===== src/rtl/alu_arbiter.sv =====
// rtl/alu_arbiter.sv - round-robin arbiter sharing one combinational ALU between two requesters
// One operation in flight; MUL holds operands for MUL_CYCLES cycles, unsupported opcodes answer with rsp_err.

module alu_arbiter #(
  parameter int DATA_WIDTH    = 64,
  parameter int OPCODE_LENGTH = 4,
  parameter int MUL_CYCLES    = 3
) (
  input  logic                     clk,
  input  logic                     rst,
  input  logic                     req0_valid,
  output logic                     req0_ready,
  input  logic [DATA_WIDTH-1:0]    req0_a,
  input  logic [DATA_WIDTH-1:0]    req0_b,
  input  logic [OPCODE_LENGTH-1:0] req0_op,
  input  logic                     req1_valid,
  output logic                     req1_ready,
  input  logic [DATA_WIDTH-1:0]    req1_a,
  input  logic [DATA_WIDTH-1:0]    req1_b,
  input  logic [OPCODE_LENGTH-1:0] req1_op,
  output logic                     rsp_valid,
  input  logic                     rsp_ready,
  output logic [DATA_WIDTH-1:0]    rsp_data,
  output logic                     rsp_id,
  output logic                     rsp_err,
  output logic [DATA_WIDTH-1:0]    alu_srca,
  output logic [DATA_WIDTH-1:0]    alu_srcb,
  output logic [OPCODE_LENGTH-1:0] alu_cc,
  input  logic [DATA_WIDTH-1:0]    alu_result
);

  localparam int CNT_W = (MUL_CYCLES < 2) ? 1 : $clog2(MUL_CYCLES + 1);
  localparam logic [OPCODE_LENGTH-1:0] OP_MUL = OPCODE_LENGTH'(4'b0000);
  localparam logic [OPCODE_LENGTH-1:0] OP_OR  = OPCODE_LENGTH'(4'b0001);
  localparam logic [OPCODE_LENGTH-1:0] OP_ADD = OPCODE_LENGTH'(4'b0010);
  localparam logic [OPCODE_LENGTH-1:0] OP_SUB = OPCODE_LENGTH'(4'b0110);

  typedef enum logic [1:0] {IDLE, EXEC, RESP} state_t;

  state_t                   state, state_nxt;
  logic                     grant;
  logic                     accept;
  logic                     op_ok;
  logic [OPCODE_LENGTH-1:0] sel_op;
  logic                     last_grant;
  logic [DATA_WIDTH-1:0]    a_q, b_q;
  logic [OPCODE_LENGTH-1:0] op_q;
  logic                     id_q;
  logic [CNT_W-1:0]         cnt;

  // On a tie the requester that did not win last time is granted.
  always_comb begin
    grant = 1'b0;
    if (req0_valid && req1_valid) grant = ~last_grant;
    else if (req1_valid)          grant = 1'b1;
  end

  assign req0_ready = (state == IDLE) && req0_valid && !grant;
  assign req1_ready = (state == IDLE) && req1_valid && grant;
  assign accept     = req0_ready || req1_ready;
  assign sel_op     = grant ? req1_op : req0_op;
  assign op_ok      = sel_op inside {OP_MUL, OP_OR, OP_ADD, OP_SUB};

  always_ff @(posedge clk or posedge rst) begin
    if (rst) state <= IDLE;
    else     state <= state_nxt;
  end

  always_comb begin
    state_nxt = state;
    rsp_valid = 1'b0;
    alu_srca  = '0;
    alu_srcb  = '0;
    alu_cc    = '0;
    case (state)
      IDLE: if (accept) state_nxt = op_ok ? EXEC : RESP;
      EXEC: begin
        alu_srca = a_q;
        alu_srcb = b_q;
        alu_cc   = op_q;
        if (cnt == CNT_W'(1)) state_nxt = RESP;
      end
      RESP: begin
        rsp_valid = 1'b1;
        if (rsp_ready) state_nxt = IDLE;
      end
      default: state_nxt = IDLE;
    endcase
  end

  always_ff @(posedge clk or posedge rst) begin
    if (rst) begin
      last_grant <= 1'b1;
      a_q        <= '0;
      b_q        <= '0;
      op_q       <= '0;
      id_q       <= 1'b0;
      cnt        <= '0;
      rsp_data   <= '0;
      rsp_id     <= 1'b0;
      rsp_err    <= 1'b0;
    end else begin
      case (state)
        IDLE: if (accept) begin
          a_q        <= grant ? req1_a : req0_a;
          b_q        <= grant ? req1_b : req0_b;
          op_q       <= sel_op;
          id_q       <= grant;
          last_grant <= grant;
          if (op_ok) begin
            cnt <= (sel_op == OP_MUL) ? CNT_W'(MUL_CYCLES) : CNT_W'(1);
          end else begin
            rsp_err  <= 1'b1;
            rsp_data <= '0;
            rsp_id   <= grant;
          end
        end
        EXEC: begin
          cnt <= cnt - CNT_W'(1);
          if (cnt == CNT_W'(1)) begin
            rsp_data <= alu_result;
            rsp_err  <= 1'b0;
            rsp_id   <= id_q;
          end
        end
        default: ;
      endcase
    end
  end

endmodule


===== config.mk =====
export PLATFORM = sky130hd
export DESIGN_NAME = alu_arbiter
export DESIGN_NICKNAME = d
export VERILOG_FILES = /design/src/rtl/alu_arbiter.sv
export SDC_FILE = /design/constraint.sdc
export NUM_CORES = 1
export LEC_CHECK = 0
export BUFFER_PORTS_ARGS = -buffer_cell sky130_fd_sc_hd__clkbuf_2
export CAP_MARGIN = 20
export CORE_AREA = 2 2 207 209
export CTS_BUF_LIST = sky130_fd_sc_hd__clkbuf_8
export DETAILED_ROUTE_END_ITERATION = 8
export DIE_AREA = 0 0 209 211
export PLACE_DENSITY = 0.49
export SLEW_MARGIN = 10
export SYNTH_ARGS = -nofsm -noshare
export SYNTH_HDL_FRONTEND = slang
export SYNTH_SLANG_ARGS = --single-unit

===== constraint.sdc =====
create_clock -name clk -period 9.04 [get_ports clk]
set_input_delay 1.808 -clock clk [delete_from_list [all_inputs] [get_ports clk]]
set_output_delay 1.808 -clock clk [all_outputs]
set_load 0.02 [all_outputs]

==> results.cfg, run 1 <==
[cts]
postCtsHoldBufs = 0
clock_sinks = 204
cts_tree = done
path_clk_slew_ps = 60
cts_setup_buffers = 0
cts_max_level = 2
root_buffer = clkbuf_8
worstSkewPairLatency_ps = 570
clk_path_buf_depth = 3
numCtsBuffers = 41
postCtsResizedCells = 0

[status]
status = complete, no violations

[sta]
setup_viol = 0
clock_skew_ps = 26.20
worstMarginPinSlew_ps = 1004
finalSetupTns_ps = 0
rsz0062_at_grt = false
max_freq_mhz = 206.3
report.final.slew_viol_count = 0
slew_headroom = 0.3306
min_period_over_period = 0.5361
final_hold_viol_count = 0
period_needed_ps = 4846

[routing]
drt_iter0_drc = 461
wl_mm = 35.55
vias = 9556
drc = 0
wl_per_cell_um = 16.64
vias_per_cell = 4.474
antenna_left = 0
dr.pass1.iters = 5

[setup_path]
cp_max_fo = 66
worstPathRequired_ps = 7230
worstSetupPathType = input port to primary output
cp_common_cell = clkbuf_2
arrival_ps = 3040
critPathLaunchType = input port
cp_slowest_stage_delay_ps = 580
slowest_stage = buf_4
end_kind = primary output
path_cells = clkbuf_2, a21boi_4, buf_4, nor2_1, clkbuf_2

[layout]
antenna_cells = 0
fin_util = 0.3225
fin_cells = 2136
synthToLayoutAreaGrowth_pct = 40.91
drive_gt1_frac = 0.3832
nets = 1904

[floorplan]
pin_count = 534
start_util = 0.2289
std_cell_rows = 75
die_w_um = 209
core_area_um2 = 41760
die_h_um = 211
dieArea_um2 = 44100

[power]
internal_power_mw = 2.421
clock_power_share = 0.242
p_seq_frac = 0.385
p_sw_mw = 1.574
power-per-cell-area_nw_per_um2 = 296.6
fin_total_pwr_mw = 3.995
p_sw_frac = 0.3940
combPwrFrac = 0.373
vdd_drop_max_v = 0.0001083
leakagePower_nw = 7.056

[placed_design]
dp_hpwl_mm = 24.97
portBuffers = 533
gp_congestion = 0.7780
dp.cells = 2065

[logic_synthesis]
synthCells = 1070
syn-num-nets = 1404
synth_enable_flop_cells = 0
yosysWarnings = 0
synth.area.top_cells = dfrtp_1, nand2_1, a31oi_1, and2_1, a22o_1
async_flop_share = 1.000
synth_seq_cells = 204
ys_top_cells_by_count = nand2_1, dfrtp_1, nor2_1
ys_types = 33
synth_top_area_cell = dfrtp_1
synthFlopType = dfrtp_1
seq_area_frac_synth = 0.5342
synth_most_common_cell = nand2_1
syn-cell-area_um2 = 9558
syn_area_per_cell_um2 = 8.933
synth_top_area_frac = 0.5315

[grt]
grt_overflow = 0
antenna_found_initial = 0
grt_pass1_wl_mm = 54.13
grt_max_degree = 104
grt_pass1_vias = 9515
grt_usage = 0.1554

[hold_path]
hold_path_class = flip-flop to flip-flop

[job]
cap_violations = 0
## state kept, by name, indices dropped and copies added (netlist names)
| signal | flops |
|---|---|
| id_q | 1 |
| b_q | 64 |
| rsp_data | 64 |
| cnt | 2 |
| rsp_id | 1 |
| state | 2 |
| last_grant | 1 |
| op_q | 4 |
| rsp_err | 1 |
| a_q | 64 |
## per-layer routing
layer | GRT usage | vias up | share of wire
met5 | 0 | - | 0
met4 | 0.06773 | 0 | 0.033
met3 | 0.04445 | 69 | 0.078
met2 | 0.2528 | 379 | 0.47
met1 | 0.1923 | 4505 | 0.41
li1 | - | 4603 | -
## cells by family after synthesis
kind of cell | after synthesis | synth area share
AOI/OAI and AO/OA | 216 | 0.1604
adders and majority gates | 1 | 0.001309
buffers and inverters | 95 | 0.04555
DFF | 204 | 0.5342
muxes | 4 | 0.004843
and+or+nand+nor | 550 | 0.2537
## worst max-delay path, delay by kind of cell
kind	cells	cell delay [ps]
compound gates	1	170
simple gates	1	140
buf+inv	3	910
## power by group through the flow
| stage | clock (mW) | sequential (mW) | combinational [mW] |
|---|---|---|---|
| 3_5_place_dp | 0 | 1.55 | 1.51 |
| 6_report | 0.968 | 1.54 | 1.49 |
| 2_1_floorplan | 0 | 1.59 | 0.981 |
| 3_3_place_gp | 0 | 1.54 | 1.50 |
| 5_1_grt | 1.04 | 1.59 | 1.66 |
| 4_1_cts | 1.01 | 1.54 | 1.51 |
## stage by stage
| step | worst slack (ps) | hold WS (ps) | cell area (um2) |
|---|---|---|---|
| final | 4194 | 498.0 | 13470 |
| after global routing | 4086 | 509.0 | 13470 |
| after CTS | 4144 | 501.1 | 13440 |
| after detailed placement | 4152 | 480.5 | 12620 |
| after global placement | 4148 | 481.4 | 12620 |
| after floorplan | 1666 | 449.6 | 9558 |
## path summary, 6_finish.rpt
kind / start / to / slack (ps) / depth (start not counted)
min in group asynchronous: rst / rsp_data[19] / 1300 / 2
max: req1_valid / req0_ready / 4190 / 5
min reg2reg: rsp_data[22] / rsp_data[22] / 500 / 1
max in group asynchronous: rst / a_q[37] / 6460 / 3
max reg2reg: state[0] / rsp_id / 5710 / 7
min: rsp_data[22] / rsp_data[22] / 500 / 1
## cell type report
cell class                 count  area, um2
timing repair buffer         547       2793
clock inverter                20      132.6
sequential                   204       5106
tap                          539      674.4
fill                        4541      28290
inverter                       5      26.28
multi-input combinational    771       4048
clock buffer                  50      688.2
## cells in the final DEF (no fill, tap or decap), types with 2 or more instances in the layout
cell type / Yosys / routed
a21oi_1: 5 / 5
and2_1: 134 / 133
nor2_1: 139 / 139
a22o_1: 64 / 64
mux2i_1: 2 / 2
buf_4: 2 / 13
nor4_1: 2 / 2
inv_1: 5 / 20
o21ai_0: 4 / 4
bufinv_16: 0 / 2
dfrtp_1: 203 / 203
o21bai_1: 2 / 2
nand2_1: 267 / 267
clkbuf_2: 0 / 533
nor3_1: 3 / 2
clkbuf_8: 0 / 50
a31oi_1: 134 / 134
Power figures use the tool's default switching activity.
==> run 2: changes to the inputs <==
--- a/config.mk
+++ b/config.mk
@@ -11,7 +11,7 @@
 export CTS_BUF_LIST = sky130_fd_sc_hd__clkbuf_8
 export DETAILED_ROUTE_END_ITERATION = 8
 export DIE_AREA = 0 0 209 211
-export PLACE_DENSITY = 0.49
+export PLACE_DENSITY = 0.51
 export SLEW_MARGIN = 10
 export SYNTH_ARGS = -nofsm -noshare
 export SYNTH_HDL_FRONTEND = slang
==> constraint.sdc (replaced) <==
create_clock -name clk -period 4.22 [get_ports clk]
set_input_delay 0.844 -clock clk [delete_from_list [all_inputs] [get_ports clk]]
set_output_delay 0.844 -clock clk [all_outputs]
set_load 0.02 [all_outputs]
==> results.cfg, run 2 (synthesis results as in run 1) <==
[power]
vdd_drop_max_v = 0.0002628
combPwrFrac = 0.383
p_sw_frac = 0.4012
leakagePower_nw = 7.052
clock_power_share = 0.222
p_seq_frac = 0.394
internal_power_mw = 5.052
power-per-cell-area_nw_per_um2 = 624.6
p_sw_mw = 3.384

[sta]
setup_viol = 0
clock_skew_ps = 25.14
final_hold_viol_count = 0
max_freq_mhz = 313.3
worstMarginPinSlew_ps = 951.3
min_period_over_period = 0.7564
report.final.slew_viol_count = 0
slew_headroom = 0.3658
period_needed_ps = 3192
finalSetupTns_ps = 0
rsz0062_at_grt = false

[grt]
grt_use_met2 = 0.2567
grtUsageMet1 = 0.1913
grt_overflow = 0
gr-max-usage-layer = met2
grt_pass1_vias = 9391
antenna_found_initial = 0
grt_pass1_wl_mm = 53.43
grt_util_met3 = 0.04208
grt_usage = 0.1544
grt_max_degree = 133

[routing]
vias = 9435
vias_per_cell = 4.409
wl_mm = 34.92
drc = 0
drt_iter0_drc = 545
dr.pass1.iters = 5
wl_per_cell_um = 16.32
antenna_left = 0

[cts]
root_buffer = clkbuf_8
clock_sinks = 204
cts_max_level = 2
numCtsBuffers = 38
postCtsResizedCells = 0
cts_setup_buffers = 0
clk_path_buf_depth = 3
path_clk_slew_ps = 60
cts_tree = done
postCtsHoldBufs = 0
worstSkewPairLatency_ps = 560

[placed_design]
dp_hpwl_mm = 25.57
portBuffers = 533
gp_congestion = 0.8283
placed_area_um2 = 12760

[layout]
fin_util = 0.3234
drive_gt1_frac = 0.3873
stdcell_area_um2 = 13510
final_cell_mix = clkbuf_2, nand2_1, dfrtp_1, nor2_1, a31oi_1
antenna_cells = 0
final_common_cell = clkbuf_2
nets = 1908
synthToLayoutAreaGrowth_pct = 41.31
biggestRegsByFlops = a_q: 64 flops, b_q: 64 flops, rsp_data: 64 flops

[floorplan]
std_cell_rows = 75
die_w_um = 209
dieArea_um2 = 44100
die_h_um = 211
core_area_um2 = 41760
start_util = 0.2289
pin_count = 534

[status]
status = complete, no violations

[setup_path]
end_kind = primary output
arrival_ps = 2350
worstSetupPathType = flip-flop to primary output
cp_max_fo = 25
worstPathRequired_ps = 3380
critPathLaunchType = flip-flop

[job]
cap_violations = 0

[hold_path]
hold_path_class = input port to asynchronous set/reset pin
run 2: worst paths after layout:
path | start | cells after the start | slack [ps] | to
setup / recovery | state[0] | 4 | 1030 | alu_srcb[42]
hold / removal | rst | 2 | 290 | rsp_data[58]
setup reg to reg | state[0] | 5 | 1640 | rsp_data[2]
hold reg to reg | id_q | 1 | 500 | id_q
max in group asynchronous | rst | 4 | 3060 | b_q[52]
min in group clk | id_q | 1 | 500 | id_q
run 2: area by class of cell:
| class | instances | area, um2 |
|---|---|---|
| flip-flops and latches | 204 | 5106 |
| repair buffers | 554 | 2913 |
| well taps | 539 | 674.4 |
| multi-input cells | 771 | 4048 |
| fillers | 4471 | 28250 |
| inverters | 5 | 22.52 |
| clock inverters | 20 | 96.34 |
| clock buffers | 47 | 646.9 |
run 2: per-layer routing:
layer  share of wire  vias to the layer above  wire (um)
met5               0                        -          0
met4           0.027                        0        950
met3           0.074                       59       2579
met2            0.48                      364      16750
met1            0.42                     4405      14640
li1                -                     4607          -
run 2: power groups by stage:
| stage | registers, mW | clock network [mW] | logic (mW) |
|---|---|---|---|
| 6_report | 3.33 | 1.87 | 3.23 |
| 5_1_grt | 3.44 | 2.05 | 3.60 |
| 4_1_cts | 3.34 | 1.97 | 3.29 |
| 3_5_place_dp | 3.36 | 0 | 3.29 |
| 3_3_place_gp | 3.36 | 0 | 3.24 |
| 2_1_floorplan | 3.40 | 0 | 2.10 |
run 2: worst max-delay path, stage by stage, from the launching register on:
cell	delay (ps)
dfrtp_1	510
nor2b_4	590
buf_4	340
and2_1	170
clkbuf_2	170
run 2: metrics by stage:
stage	power, mW	hold slack (ps)	std cells	worst slack [ps]
after floorplan	5.503	449.6	1070	732.5
after global placement	6.603	474.5	2072	1429
after detailed placement	6.650	478.6	2073	1406
after CTS	8.598	232.5	2140	884.4
after global routing	9.090	263.0	2140	787.0
final	8.436	285.2	2140	1028
==> run 3: changes to the inputs <==
--- a/config.mk
+++ b/config.mk
@@ -5,13 +5,14 @@
 export SDC_FILE = /design/constraint.sdc
 export NUM_CORES = 1
 export LEC_CHECK = 0
+export ABC_AREA = 1
 export BUFFER_PORTS_ARGS = -buffer_cell sky130_fd_sc_hd__clkbuf_2
 export CAP_MARGIN = 20
 export CORE_AREA = 2 2 207 209
 export CTS_BUF_LIST = sky130_fd_sc_hd__clkbuf_8
 export DETAILED_ROUTE_END_ITERATION = 8
 export DIE_AREA = 0 0 209 211
-export PLACE_DENSITY = 0.51
+export PLACE_DENSITY = 0.5
 export SLEW_MARGIN = 10
 export SYNTH_ARGS = -nofsm -noshare
 export SYNTH_HDL_FRONTEND = slang
==> constraint.sdc (replaced) <==
create_clock -name clk -period 3.2 [get_ports clk]
set_input_delay 0.64 -clock clk [delete_from_list [all_inputs] [get_ports clk]]
set_output_delay 0.64 -clock clk [all_outputs]
set_load 0.02 [all_outputs]
==> results.cfg, run 3 <==
[status]
status = complete, no violations

[logic_synthesis]
synth_enable_flop_cells = 0
syn-num-nets = 1703
yosysWarnings = 0
synth_top_area_cell = dfrtp_1
synthCells = 1369
syn_area_per_cell_um2 = 7.390
seq_area_frac_synth = 0.5047
synth_top_area_frac = 0.5021
synth.area.top_cells = dfrtp_1, nand2_1, nor2_1, a31oi_1, inv_1
ys_types = 22
synthFlopType = dfrtp_1
syn-cell-area_um2 = 10120
async_flop_share = 1.000
synth_seq_cells = 204
ys_top_cells_by_count = nand2_1, nor2_1, dfrtp_1
synth_most_common_cell = nand2_1

[sta]
final_hold_viol_count = 0
rsz0062_at_grt = false
clock_skew_ps = 12.14
report.final.slew_viol_count = 0
period_needed_ps = 2593
min_period_over_period = 0.8103
worstMarginPinSlew_ps = 833.6
max_freq_mhz = 385.7
slew_headroom = 0.4431
fin_ws_ps = 607.2
setup_viol = 0

[setup_path]
crit_buf_inv = 3
slowest_stage = dfrtp_1
path_cells = nor2_4, inv_4, buf_12, nor2_1, clkbuf_2
critPathTopFamily = flip-flops
worstSetupPathType = flip-flop to primary output
path_depth = 5
critPathLaunchType = flip-flop
r2r_cells = 9
reg2reg_to = a_q[0]
cp_slowest_stage_delay_ps = 460
end_kind = primary output
worstPathRequired_ps = 2560
rrSetupSlack_ps = 980
timing.rr.start = last_grant
arrival_ps = 1950
cp_max_fo = 69

[routing]
vias_per_cell = 4.474
dr.pass1.iters = 5
drt_iter0_drc = 719
drc = 0
wl_mm = 38.21
vias = 10934
antenna_left = 0
wl_per_cell_um = 15.63

[layout]
antenna_cells = 0
n_fill_cell = 4622
fin_cells = 2444
final_common_cell = clkbuf_2
regArea_um2 = 5106
synthToLayoutAreaGrowth_pct = 39.75
final_cell_mix = clkbuf_2, nand2_1, nor2_1, dfrtp_1, inv_1
multi_input_area_um2 = 3995
drive_gt1_frac = 0.3349
biggestRegsByFlops = a_q: 64 flops, b_q: 64 flops, rsp_data: 64 flops
nets = 2212

[floorplan]
die_w_um = 209
core_area_um2 = 41760
die_h_um = 211
start_util = 0.2423
pin_count = 534
dieArea_um2 = 44100
std_cell_rows = 75

[power]
power-per-cell-area_nw_per_um2 = 818.9
vdd_drop_max_v = 0.0004961
leakagePower_nw = 8.325
fin_total_pwr_mw = 11.58

[placed_design]
dp.cells = 2375
dp_hpwl_mm = 28.19
portBuffers = 533
gp_congestion = 0.8221
dp_slack_ps = 726.2

[cts]
clk_path_buf_depth = 3
cts_setup_buffers = 0
cts_tree = done
postCtsHoldBufs = 0
clock_sinks = 204
cts_max_level = 2
worstSkewPairLatency_ps = 580
path_clk_slew_ps = 60
numCtsBuffers = 40
postCtsResizedCells = 0
root_buffer = clkbuf_8

[hold_path]
hold_path_class = input port to asynchronous set/reset pin

[grt]
grt_pass1_wl_mm = 60.22
antenna_found_initial = 0
grt_pass1_vias = 11325
grt_max_degree = 72
grt_overflow = 0
grt_usage = 0.1709

[job]
cap_violations = 0
-- run 3: cell type report --
type / count / share of cell area
clock buffers: 50 / 0.04867
well taps: 539 / 0.04770
multi-input cells: 915 / 0.2826
inverters: 149 / 0.04053
flip-flops and latches: 204 / 0.3611
repair buffers: 568 / 0.2135
clock inverters: 19 / 0.005929
-- run 3: logic make-up after synthesis --
group | after synthesis | synth area share
AOI/OAI and AO/OA | 135 | 0.08261
adders and majority gates | 1 | 0.001237
buffers and inverters | 250 | 0.1014
DFF | 204 | 0.5047
and+or+nand+nor | 779 | 0.3100
-- run 3: routing by layer --
layer  global-route usage  vias to the layer above  share of wire
met3              0.04371                       61          0.077
met2               0.2885                      430           0.48
met5                    0                        -              0
met1               0.2128                     5109           0.42
li1                     -                     5334              -
met4              0.05788                        0          0.024
-- run 3: per-stage QoR --
stage	utilization	setup TNS, ps	hold slack [ps]	instance area, um2
finish	0.3386	0	212.3	14140
global route	0.3386	0	233.3	14140
CTS	0.3386	0	193.6	14140
detailed placement	0.3201	0	458.4	13370
global placement	0.3201	0	452.6	13370
floorplan	-	-16940	441.9	10120
-- run 3: where the power goes --
part	total (mW)	switching, mW	internal [mW]	leakage, nW
Combinational	4.81	3.25	1.56	5.41
Clock	2.58	1.18	1.40	0.444
Sequential	4.19	0.566	3.62	2.47
-- run 3: how the worst max path moves through the flow --
stage,from,endpoint,slack [ps]
finish,state[1],alu_srcb[53],610
global route,state[1],alu_srcb[62],500
CTS,last_grant,req0_ready,540
detailed placement,req0_valid,a_q[0],730
global placement,req0_valid,a_q[0],820
floorplan,rst,a_q[0],-80
